### src/rtl/alu_arbiter.sv
// alu_arbiter: round-robin share of one combinational ALU between two
// requesters, each with a valid/ready request and a registered response.
//
// Ports:
//   clk, reset             clock (rising edge), async active-high reset
//   req_valid/req_ready    per-port request handshake (ready is combinational)
//   req_a_*/req_b_*        per-port operands
//   req_ctrl_*             per-port ALU op
//   resp_valid/resp_ready  per-port response handshake
//   resp_out_*/resp_ovf    per-port registered ALU result and overflow
//   alu_a/alu_b/alu_ctrl   drive to the shared ALU
//   alu_out/alu_overflow   same-cycle result from the shared ALU

`ifndef aluAdd
`define aluAdd 4'h0
`endif
`ifndef aluSub
`define aluSub 4'h1
`endif
`ifndef aluShiftLeft
`define aluShiftLeft 4'h2
`endif
`ifndef aluArithmeticShiftRight
`define aluArithmeticShiftRight 4'h3
`endif
`ifndef aluDisabled
`define aluDisabled 4'hF
`endif

module alu_arbiter #(
  parameter int DATA_WIDTH = 32,
  parameter int CTRL_WIDTH = 4,
  parameter logic [CTRL_WIDTH-1:0] IDLE_CTRL = `aluDisabled
) (
  input  logic                  clk,
  input  logic                  reset,
  input  logic [1:0]            req_valid,
  output logic [1:0]            req_ready,
  input  logic [DATA_WIDTH-1:0] req_a_0,
  input  logic [DATA_WIDTH-1:0] req_a_1,
  input  logic [DATA_WIDTH-1:0] req_b_0,
  input  logic [DATA_WIDTH-1:0] req_b_1,
  input  logic [CTRL_WIDTH-1:0] req_ctrl_0,
  input  logic [CTRL_WIDTH-1:0] req_ctrl_1,
  output logic [1:0]            resp_valid,
  input  logic [1:0]            resp_ready,
  output logic [DATA_WIDTH-1:0] resp_out_0,
  output logic [DATA_WIDTH-1:0] resp_out_1,
  output logic [1:0]            resp_ovf,
  output logic [DATA_WIDTH-1:0] alu_a,
  output logic [DATA_WIDTH-1:0] alu_b,
  output logic [CTRL_WIDTH-1:0] alu_ctrl,
  input  logic [DATA_WIDTH-1:0] alu_out,
  input  logic                  alu_overflow
);

  logic       last_grant;
  logic [1:0] elig;
  logic [1:0] grant;

  // A port holding an undrained response cannot take a new result.
  assign elig = req_valid & (~resp_valid | resp_ready);

  always_comb begin
    grant = 2'b00;
    if (!reset) begin
      unique case (elig)
        2'b01:   grant = 2'b01;
        2'b10:   grant = 2'b10;
        // Tie: favour the port that did not win last time.
        2'b11:   grant = last_grant ? 2'b01 : 2'b10;
        default: grant = 2'b00;
      endcase
    end
  end

  assign req_ready = grant;

  always_comb begin
    alu_a    = '0;
    alu_b    = '0;
    alu_ctrl = IDLE_CTRL;
    unique case (1'b1)
      grant[0]: begin
        alu_a    = req_a_0;
        alu_b    = req_b_0;
        alu_ctrl = req_ctrl_0;
      end
      grant[1]: begin
        alu_a    = req_a_1;
        alu_b    = req_b_1;
        alu_ctrl = req_ctrl_1;
      end
      default: begin
        alu_a    = '0;
        alu_b    = '0;
        alu_ctrl = IDLE_CTRL;
      end
    endcase
  end

  // Reset value 1 lets port 0 win the first contention.
  always_ff @(posedge clk or posedge reset) begin
    if (reset) begin
      last_grant <= 1'b1;
    end else if (grant[0]) begin
      last_grant <= 1'b0;
    end else if (grant[1]) begin
      last_grant <= 1'b1;
    end
  end

  always_ff @(posedge clk or posedge reset) begin
    if (reset) begin
      resp_valid[0] <= 1'b0;
      resp_out_0    <= '0;
      resp_ovf[0]   <= 1'b0;
    end else if (grant[0]) begin
      resp_valid[0] <= 1'b1;
      resp_out_0    <= alu_out;
      resp_ovf[0]   <= alu_overflow;
    end else if (resp_valid[0] && resp_ready[0]) begin
      resp_valid[0] <= 1'b0;
    end
  end

  always_ff @(posedge clk or posedge reset) begin
    if (reset) begin
      resp_valid[1] <= 1'b0;
      resp_out_1    <= '0;
      resp_ovf[1]   <= 1'b0;
    end else if (grant[1]) begin
      resp_valid[1] <= 1'b1;
      resp_out_1    <= alu_out;
      resp_ovf[1]   <= alu_overflow;
    end else if (resp_valid[1] && resp_ready[1]) begin
      resp_valid[1] <= 1'b0;
    end
  end

endmodule

### config.mk
export PLATFORM = sky130hd
export DESIGN_NAME = alu_arbiter
export DESIGN_NICKNAME = d
export VERILOG_FILES = /design/src/rtl/alu_arbiter.sv
export SDC_FILE = /design/constraint.sdc
export NUM_CORES = 1
export LEC_CHECK = 0
export CELL_PAD_IN_SITES_DETAIL_PLACEMENT = 1
export CELL_PAD_IN_SITES_GLOBAL_PLACEMENT = 2
export CORE_AREA = 2 2 149 151
export DETAILED_ROUTE_END_ITERATION = 7
export DIE_AREA = 0 0 151 153
export GPL_TIMING_DRIVEN = 0
export PLACE_DENSITY_LB_ADDON = 0.25
export SLEW_MARGIN = 20
export SYNTH_ARGS = -nofsm -noshare
export SYNTH_HDL_FRONTEND = slang
export SYNTH_SLANG_ARGS = --single-unit
export TNS_END_PERCENT = 5
### constraint.sdc
create_clock -name clk -period 5.75 [get_ports clk]
set_input_delay 1.15 -clock clk [delete_from_list [all_inputs] [get_ports clk]]
set_output_delay 1.15 -clock clk [all_outputs]
set_load 0.01 [all_outputs]
Word-level counts from Yosys, hierarchy flattened
Index checks and enable logic that the tools add are counted.
Widths: inputs -> output; s select.
{"block": "totals", "ff_bits": 69, "out_inout_bits": 138, "word_cells": 30}
{"block": "op_classes", "eq_ne": 3, "n_mux": 12, "bitwise_logic": 3, "n_reduce_logical": 5}
{"op": "$pmux 32 s2", "n": 2}
{"op": "$pmux 4 s2", "n": 1}
{"op": "$mux 1", "n": 6}
{"op": "$pmux 2 s3", "n": 1}
{"op": "$reduce_bool 2->1", "n": 3}
{"op": "$eq 2x2->1 const B", "n": 2}
{"op": "$mux 2", "n": 2}
{"op": "$and 2x2->2", "n": 1}
{"op": "$eq 2x1->1 const B", "n": 1}
{"op": "$logic_and 1x1->1", "n": 2}
{"op": "$not 2->2", "n": 1}
{"op": "$or 2x2->2", "n": 1}

Logic depth before layout (Yosys ltp)
Gate-level depths: netlist of the first run.
{"block": "logic_depth", "depth_word": 8, "mapped_depth": 5, "ltp_nobuf": 3}

Worst setup path before layout of the first run
No wires, ideal clock.
{"block": "synth_path", "path_type": "input -> output", "startpoint": "in reset", "endpoint": "out alu_b[10]", "arrival_ns": 4.034, "required_ns": 4.600, "path_slack_ns": 0.566, "path_stages": 4, "path_buffers": 2, "path_cell_list": "buf_2 inv_1 clkbuf_1 a32o_1"}
{"block": "synth_between", "elab_chain_len": 2}
{"item": "start, declared", "line": "36", "source": "input logic reset,"}
{"item": "$mux 2", "line": "66", "source": "if (!reset) begin"}
{"item": "$pmux 32 s2", "line": "83", "source": "unique case (1'b1)"}
{"item": "end, declared", "line": "51", "source": "output logic [DATA_WIDTH-1:0] alu_b,"}
Every way passes these cells.

Final worst setup path of the first run
{"block": "layout_path", "startpoint": "in req_valid[0]", "endpoint": "out alu_b[0]"}
{"block": "layout_between", "elab_chain_len": 5, "word_cells_on_any_way": 7}
{"item": "start, declared", "line": "37", "source": "input logic [1:0] req_valid,"}
{"item": "$and 2x2->2 *", "line": "62", "source": "assign elig = req_valid & (~resp_valid | resp_ready);"}
{"item": "$eq 2x2->1 or $eq 2x1->1 (tied branches)", "line": "67", "source": "unique case (elig)"}
{"item": "$pmux 2 s3 *", "line": "67"}
{"item": "$mux 2 *", "line": "66"}
{"item": "$pmux 32 s2 *", "line": "83"}
Mark *: on every way between the ends. The rest lies on a longest branch, timed or not.

==> run_summary.xml, run 1 <==
<?xml version="1.0" encoding="UTF-8"?>
<metrics>
  <group name="power">
    <metric name="sequentialPowerShare" unit="%">30.4</metric>
    <metric name="design_power_total" unit="uW">2300</metric>
    <metric name="total_leakage_power" unit="uW">0.00308</metric>
    <metric name="power_report.internal_total" unit="uW">1660</metric>
    <metric name="combPwrFrac" unit="%">41.8</metric>
    <metric name="peakVddDrop" unit="mV">0.174</metric>
    <metric name="clock_power_share" unit="%">27.8</metric>
    <metric name="power-per-cell-area" unit="nW/um^2">293</metric>
    <metric name="power_switching" unit="uW">639</metric>
    <metric name="power.share.switching" unit="%">27.7</metric>
  </group>
  <group name="routing">
    <metric name="drt_first_pass_iters" unit="">4</metric>
    <metric name="drc_errors" unit="">0</metric>
    <metric name="route.detailed.wl_per_inst" unit="um">19.0</metric>
    <metric name="dr_total_vias" unit="">4139</metric>
    <metric name="detail_route.vias_per_cell" unit="">4.40</metric>
    <metric name="route.antenna.remaining_nets" unit="">0</metric>
    <metric name="drt_iter0_markers" unit="">109</metric>
    <metric name="sum_of_routed_wire_length_over_all_layers" unit="um">17900</metric>
  </group>
  <group name="grt">
    <metric name="global_route.peak_usage_layer" unit="">met2</metric>
    <metric name="overflow" unit="">0</metric>
    <metric name="met1_usage" unit="%">15.9</metric>
    <metric name="grt_use_met3" unit="%">5.40</metric>
    <metric name="global_route_wire_length_before_repair" unit="um">26400</metric>
    <metric name="use_met2" unit="%">26.9</metric>
    <metric name="initial_antenna_violation_count" unit="">2</metric>
    <metric name="globalRouteTotalUtil" unit="%">14.7</metric>
    <metric name="largest_net_degree_at_the_start_of_global_routing" unit="">51</metric>
    <metric name="first_global_vias" unit="">4495</metric>
  </group>
  <group name="layout">
    <metric name="drive_gt1_share" unit="%">15.5</metric>
    <metric name="layout.nets" unit="">829</metric>
    <metric name="final-instance-count-excl-fill" unit="">941</metric>
    <metric name="layout.cells.most_common" unit="">sky130_fd_sc_hd__clkdlybuf4s50_1</metric>
    <metric name="final_core_util" unit="%">36.6</metric>
    <metric name="most-common-layout-cells" unit="">312 x sky130_fd_sc_hd__clkdlybuf4s50_1, 68 x sky130_fd_sc_hd__dfrtp_1, 65 x sky130_fd_sc_hd__nor2b_1</metric>
    <metric name="layout-area-overhead-vs-synth" unit="%">96.4</metric>
  </group>
  <group name="clocking">
    <metric name="cts-root-to-sink-buffers" unit="">2</metric>
    <metric name="worstSkewPairLatency" unit="ns">0.32</metric>
    <metric name="cts.clk_slew.worst_paths" unit="ns">0.06</metric>
    <metric name="post_cts.repair.setup_buffers" unit="">0</metric>
    <metric name="postCtsResizedCells" unit="">0</metric>
    <metric name="number_of_buffers_inserted_during_clock_tree_synthesis" unit="">9</metric>
    <metric name="post_cts_hold_buffer_count" unit="">0</metric>
    <metric name="cts.sinks" unit="">69</metric>
    <metric name="clock_tree.root_cell" unit="">sky130_fd_sc_hd__clkbuf_16</metric>
    <metric name="tritoncts" unit="">yes</metric>
    <metric name="ctsHtreeMaxLevel" unit="">3</metric>
  </group>
  <group name="worst_setup_path">
    <metric name="worst-r2r-cell-count" unit="">4</metric>
    <metric name="timing.rr.start" unit="">resp_valid[1]$_DFFE_PP0P_</metric>
    <metric name="max_stage_delay" unit="ns">0.54</metric>
    <metric name="cp_cell_sequence" unit="">clkdlybuf4s50_1 -&gt; and2_1 -&gt; a211oi_2 -&gt; clkbuf_1 -&gt; a32o_1 -&gt; clkdlybuf4s50_1</metric>
    <metric name="worstPathBufferInverterCount" unit="">3</metric>
    <metric name="worstSetupEndpointType" unit="">output port</metric>
    <metric name="r2r_end" unit="">resp_out_0[15]$_DFFE_PP0N_</metric>
    <metric name="timing.critical_path.arrival" unit="ns">3.58</metric>
    <metric name="worst_path_dominant_cell_family" unit="">buffers and inverters</metric>
    <metric name="timing.reg2reg.setup_slack" unit="ns">3.86</metric>
    <metric name="worst-endpoint-required" unit="ns">4.60</metric>
    <metric name="critical_path.slowest_cell" unit="">sky130_fd_sc_hd__clkdlybuf4s50_1</metric>
    <metric name="worst_setup_path_start_kind" unit="">input port</metric>
    <metric name="worst-path-max-fanout" unit="">10</metric>
    <metric name="cp.depth" unit="">6</metric>
    <metric name="cp_common_cell" unit="">sky130_fd_sc_hd__clkdlybuf4s50_1</metric>
    <metric name="path_class" unit="">in -&gt; out</metric>
  </group>
  <group name="sta">
    <metric name="finalSetupViolations" unit="">0</metric>
    <metric name="max_slew_margin" unit="%">60.7</metric>
    <metric name="layout_min_cycle_time" unit="ns">4.73</metric>
    <metric name="final.setup.worst_slack" unit="ns">1.02</metric>
    <metric name="fin_worst_skew" unit="ns">0.00666</metric>
    <metric name="fin_tns_setup" unit="ns">0</metric>
    <metric name="worstMarginPinSlew" unit="ns">0.588</metric>
    <metric name="max_clock_freq" unit="MHz">212</metric>
    <metric name="timing.final.max_slew_violations" unit="">0</metric>
    <metric name="final_worst_path_period_share" unit="%">82.2</metric>
    <metric name="timing_hold_violations_final" unit="">0</metric>
    <metric name="setup_repair_after_global_routing_missed_its_margin" unit="">false</metric>
  </group>
  <group name="floorplanning">
    <metric name="placementRows" unit="">54</metric>
    <metric name="die_x" unit="um">151</metric>
    <metric name="floorplan.die.height" unit="um">153</metric>
    <metric name="initial_core_util" unit="%">18.6</metric>
    <metric name="design.die.area" unit="um^2">23100</metric>
    <metric name="core_region_area" unit="um^2">21500</metric>
    <metric name="io_pins" unit="">313</metric>
  </group>
  <group name="min_path">
    <metric name="worst_min_delay_path_endpoint" unit="">resp_out_1[5]$_DFFE_PP0P_</metric>
    <metric name="timing.hold.worst.start" unit="">resp_out_1[5]$_DFFE_PP0P_</metric>
    <metric name="hold_path_depth" unit="">1</metric>
    <metric name="hold_path_class" unit="">reg -&gt; reg</metric>
  </group>
  <group name="synthesis">
    <metric name="synth.net_count" unit="">505</metric>
    <metric name="post_synth_inst_count" unit="">330</metric>
    <metric name="yosys_register_bits" unit="">69</metric>
    <metric name="postSynthAreaPerCell" unit="um^2">12.1</metric>
    <metric name="synth_sequential_area_ratio" unit="%">43.2</metric>
    <metric name="synth_warnings" unit="">0</metric>
    <metric name="count_of_cell_types_in_the_netlist" unit="">25</metric>
    <metric name="syn_area" unit="um^2">4000</metric>
  </group>
  <group name="status">
    <metric name="run_status" unit="">completed</metric>
  </group>
  <group name="place">
    <metric name="dp_hpwl" unit="um">14300</metric>
    <metric name="placed_cells_incl_taps" unit="">923</metric>
    <metric name="numPortBuffers" unit="">312</metric>
    <metric name="gp_routability_congestion" unit="">0.767</metric>
    <metric name="preCtsSetupSlack" unit="ns">0.970</metric>
  </group>
  <group name="run">
    <metric name="timing.max_cap.violations" unit="">0</metric>
  </group>
</metrics>
[cell usage after synthesis, drive strengths merged]
master / count / area, um^2
a211o: 1 / 8.76
a211oi: 1 / 12.5
a22oi: 4 / 30.0
a31oi: 2 / 12.5
a32o: 64 / 641
and2: 1 / 6.26
buf: 19 / 134
clkbuf: 17 / 63.8
dfrtp: 68 / 1700
dfstp: 1 / 26.3
inv: 4 / 15.0
mux2: 66 / 848
nand2: 2 / 7.51
nand2b: 4 / 27.5
nor2: 8 / 30.0
nor2b: 66 / 415
o211a: 1 / 10.0
o211ai: 1 / 12.5
[kinds of logic after synthesis]
kind of cell,after synthesis,share of synthesized area [%]
multiplexers,66,21.2
AO/OA/AOI/OAI,74,18.2
AND/OR/NAND/NOR,81,12.2
buffers and inverters,40,5.31
flip-flops,69,43.2
[through the flow]
stage / area, um^2 / hold slack (ns)
floorplan: 4000 / 0.507
finish: 7860 / 0.487
global route: 7860 / 0.504
CTS: 7860 / 0.494
detailed placement: 7510 / 0.481
global placement: 7480 / 0.478
[power by group through the flow]
stage	combinational [uW]	clock (uW)	sequential (uW)
floorplan	331	0	761
global route	1030	682	719
CTS	981	661	700
finish	964	641	699
detailed placement	975	0	704
global placement	961	0	698
[sequential cells by signal, indices dropped and copies added (netlist names)]
signal      flops
last_grant      1
resp_out_0     32
resp_out_1     32
resp_ovf        2
resp_valid      2
[layout make-up]
| cell class | instances | area [um^2] |
|---|---|---|
| inverters | 4 | 15.0 |
| clock buffers | 11 | 243 |
| well taps | 280 | 350 |
| fillers | 2365 | 13600 |
| plain buffers | 36 | 201 |
| clock inverters | 5 | 108 |
| diodes | 2 | 5.00 |
| flip-flops and latches | 69 | 1730 |
| repair buffers | 313 | 3150 |
| multi-input cells | 221 | 2060 |
[worst max-delay path by stage]
stage               slack, ns          from   endpoint
floorplan                0.57         reset  alu_b[10]
global placement        -1.65         reset  alu_b[16]
detailed placement       0.97  req_valid[0]   alu_b[0]
CTS                      0.96  req_valid[0]   alu_b[0]
global route             0.85  req_valid[0]   alu_b[0]
finish                   1.02  req_valid[0]   alu_b[0]
[routing by layer]
metal,wire [um],share of wire (%)
met5,0,0
met4,315,1.8
met3,1790,10
met2,9120,51
met1,6640,37
Power figures use the tool's default switching activity.
==> run 2: changes to the inputs <==
CORE_AREA = 2 2 157 159   (was 2 2 149 151)
DIE_AREA = 0 0 159 161   (was 0 0 151 153)
clock period = 4.34 ns   (was 5.75 ns; I/O delays follow)
==> run 2 against run 1 <==
  * Power is 26% higher
  * Worst setup slack got worse by 0.72 ns
  * Combinational power rose by 33%
  * Clock power grew 8.3%
  * Routed wire length increased by 5.0%
  * Critical path type unchanged
  * Critical endpoint is now alu_b[23]
  * Largest cell class unchanged
==> run_summary.xml, run 2 (synthesis gave the netlist of run 1 again) <==
<?xml version="1.0" encoding="UTF-8"?>
<metrics>
  <group name="grt">
    <metric name="largest_net_degree_at_the_start_of_global_routing" unit="">43</metric>
    <metric name="overflow" unit="">0</metric>
    <metric name="first_global_vias" unit="">4620</metric>
    <metric name="globalRouteTotalUtil" unit="%">14.2</metric>
    <metric name="initial_antenna_violation_count" unit="">1</metric>
    <metric name="global_route_wire_length_before_repair" unit="um">28300</metric>
  </group>
  <group name="floorplanning">
    <metric name="placementRows" unit="">57</metric>
    <metric name="floorplan.die.height" unit="um">161</metric>
    <metric name="io_pins" unit="">313</metric>
    <metric name="initial_core_util" unit="%">16.7</metric>
    <metric name="core_region_area" unit="um^2">24000</metric>
    <metric name="die_x" unit="um">159</metric>
    <metric name="design.die.area" unit="um^2">25600</metric>
  </group>
  <group name="power">
    <metric name="total_leakage_power" unit="uW">0.00304</metric>
    <metric name="power_report.internal_total" unit="uW">2020</metric>
    <metric name="peakVddDrop" unit="mV">0.213</metric>
    <metric name="power_switching" unit="uW">884</metric>
    <metric name="sequentialPowerShare" unit="%">32.0</metric>
    <metric name="combPwrFrac" unit="%">44.1</metric>
    <metric name="power-per-cell-area" unit="nW/um^2">370</metric>
    <metric name="power.share.switching" unit="%">30.4</metric>
    <metric name="clock_power_share" unit="%">23.9</metric>
  </group>
  <group name="worst_setup_path">
    <metric name="worst-endpoint-required" unit="ns">3.47</metric>
    <metric name="cp_common_cell" unit="">sky130_fd_sc_hd__clkdlybuf4s50_1</metric>
    <metric name="max_stage_delay" unit="ns">0.58</metric>
    <metric name="critical_path.slowest_cell" unit="">sky130_fd_sc_hd__clkdlybuf4s50_1</metric>
    <metric name="worst-path-max-fanout" unit="">10</metric>
    <metric name="timing.critical_path.arrival" unit="ns">3.17</metric>
    <metric name="worst_setup_path_start_kind" unit="">input port</metric>
    <metric name="worstSetupEndpointType" unit="">output port</metric>
    <metric name="cp_cell_sequence" unit="">clkdlybuf4s50_1 -&gt; and2_1 -&gt; a211oi_4 -&gt; clkbuf_1 -&gt; a32o_1 -&gt; clkdlybuf4s50_1</metric>
    <metric name="path_class" unit="">in -&gt; out</metric>
  </group>
  <group name="routing">
    <metric name="sum_of_routed_wire_length_over_all_layers" unit="um">18800</metric>
    <metric name="drt_iter0_markers" unit="">120</metric>
    <metric name="drc_errors" unit="">0</metric>
    <metric name="route.detailed.wl_per_inst" unit="um">19.1</metric>
    <metric name="route.antenna.remaining_nets" unit="">0</metric>
    <metric name="detail_route.vias_per_cell" unit="">4.20</metric>
    <metric name="drt_first_pass_iters" unit="">6</metric>
    <metric name="dr_total_vias" unit="">4125</metric>
  </group>
  <group name="clocking">
    <metric name="cts.clk_slew.worst_paths" unit="ns">0.07</metric>
    <metric name="cts.sinks" unit="">69</metric>
    <metric name="number_of_buffers_inserted_during_clock_tree_synthesis" unit="">9</metric>
    <metric name="ctsHtreeMaxLevel" unit="">3</metric>
    <metric name="clock_tree.root_cell" unit="">sky130_fd_sc_hd__clkbuf_16</metric>
    <metric name="worstSkewPairLatency" unit="ns">0.33</metric>
    <metric name="post_cts_hold_buffer_count" unit="">0</metric>
    <metric name="cts-root-to-sink-buffers" unit="">2</metric>
    <metric name="tritoncts" unit="">yes</metric>
  </group>
  <group name="place">
    <metric name="gp_routability_congestion" unit="">0.897</metric>
    <metric name="dp_hpwl" unit="um">14900</metric>
    <metric name="postPlaceCellArea" unit="um^2">7550</metric>
    <metric name="numPortBuffers" unit="">312</metric>
  </group>
  <group name="layout">
    <metric name="drive_gt1_share" unit="%">15.6</metric>
    <metric name="layout.cells.most_common" unit="">sky130_fd_sc_hd__clkdlybuf4s50_1</metric>
    <metric name="antenna_cells" unit="">0</metric>
    <metric name="postLayoutCellArea" unit="um^2">7850</metric>
    <metric name="layout-area-overhead-vs-synth" unit="%">96.0</metric>
    <metric name="layout.nets" unit="">829</metric>
    <metric name="layout_top_registers" unit="">resp_out_0: 32 flops, resp_out_1: 32 flops</metric>
    <metric name="most-common-layout-cells" unit="">312 x sky130_fd_sc_hd__clkdlybuf4s50_1, 68 x sky130_fd_sc_hd__dfrtp_1, 65 x sky130_fd_sc_hd__nor2b_1</metric>
  </group>
  <group name="sta">
    <metric name="layout_min_cycle_time" unit="ns">4.04</metric>
    <metric name="timing.final.max_slew_violations" unit="">0</metric>
    <metric name="fin_tns_setup" unit="ns">0</metric>
    <metric name="fin_worst_skew" unit="ns">0.0122</metric>
    <metric name="max_clock_freq" unit="MHz">248</metric>
    <metric name="setup_repair_after_global_routing_missed_its_margin" unit="">false</metric>
    <metric name="worstMarginPinSlew" unit="ns">0.571</metric>
    <metric name="timing_hold_violations_final" unit="">0</metric>
    <metric name="max_slew_margin" unit="%">61.8</metric>
    <metric name="final_worst_path_period_share" unit="%">93.1</metric>
    <metric name="finalSetupViolations" unit="">0</metric>
  </group>
  <group name="status">
    <metric name="run_status" unit="">completed</metric>
  </group>
  <group name="run">
    <metric name="timing.max_cap.violations" unit="">0</metric>
  </group>
  <group name="min_path">
    <metric name="hold_path_class" unit="">reg -&gt; reg</metric>
  </group>
</metrics>
[run 2: cell types whose count changed in the layout (fill, tap and decap cells not counted), sizes merged]
cell      before  now
inv            4    6
clkbuf        28   26
bufinv         3    0
clkinvlp       0    2
diode          2    0
clkinv         2    3
[run 2: cell type report]
| cell class | count | area (um^2) |
|---|---|---|
| plain buffers | 36 | 201 |
| clock buffers | 9 | 225 |
| clock inverters | 7 | 57.6 |
| fillers | 2684 | 16100 |
| inverters | 4 | 15.0 |
| multi-input cells | 221 | 2070 |
| flip-flops and latches | 69 | 1730 |
| well taps | 324 | 405 |
| repair buffers | 313 | 3140 |
[run 2: worst paths after layout]
path                                      startpoint                    endpoint  slack [ns]  cells after the start
min                        resp_out_1[7]$_DFFE_PP0P_   resp_out_1[7]$_DFFE_PP0P_        0.50                      1
min in group asynchronous                      reset   resp_valid[1]$_DFFE_PP0P_        1.31                      4
max                                     req_valid[0]                   alu_b[23]        0.30                      6
max in group asynchronous                      reset      last_grant$_DFFE_PP1P_        2.37                      5
max reg2reg                resp_valid[1]$_DFFE_PP0P_  resp_out_0[13]$_DFFE_PP0N_        2.44                      4
min reg2reg                resp_out_1[7]$_DFFE_PP0P_   resp_out_1[7]$_DFFE_PP0P_        0.50                      1
[run 2: metal layers]
metal	wire [um]	track usage (%)
met2	9610	26.0
met4	259	3.60
met5	12	0
met3	1590	5.34
met1	7300	15.5
[run 2: power by group through the flow]
stage / Combinational (uW) / Clock (uW) / Sequential [uW]
floorplan: 439 / 0 / 1010
CTS: 1310 / 727 / 931
global route: 1360 / 758 / 952
finish: 1280 / 694 / 928
global placement: 1280 / 0 / 925
detailed placement: 1300 / 0 / 935
[run 2: per-stage QoR]
step	setup WS, ns	cells	util (%)	hold slack, ns	power (uW)
CTS	0.0557	983	32.7	0.506	2960
global placement	-0.633	966	31.4	0.478	2210
detailed placement	0.0614	967	31.5	0.482	2230
floorplan	0.958	330	-	0.507	1450
finish	0.300	983	32.7	0.499	2900
global route	0.139	983	32.7	0.523	3070
[run 2: timing repair]
| item | 4_1_cts | 5_1_grt |
|---|---|---|
| gates resized for setup | 0 | 1 |
| endpoints found under the hold margin | 0 | 0 |
| setup buffers | 0 | 0 |
| endpoints found under the setup margin | 0 | 1 |
[run 2: worst max-delay path, delay by kind of cell]
kind | cells | cell delay (ns)
AOI/OAI and AO/OA | 2 | 0.63
and+or+nand+nor | 1 | 0.22
buffers and inverters | 3 | 1.44
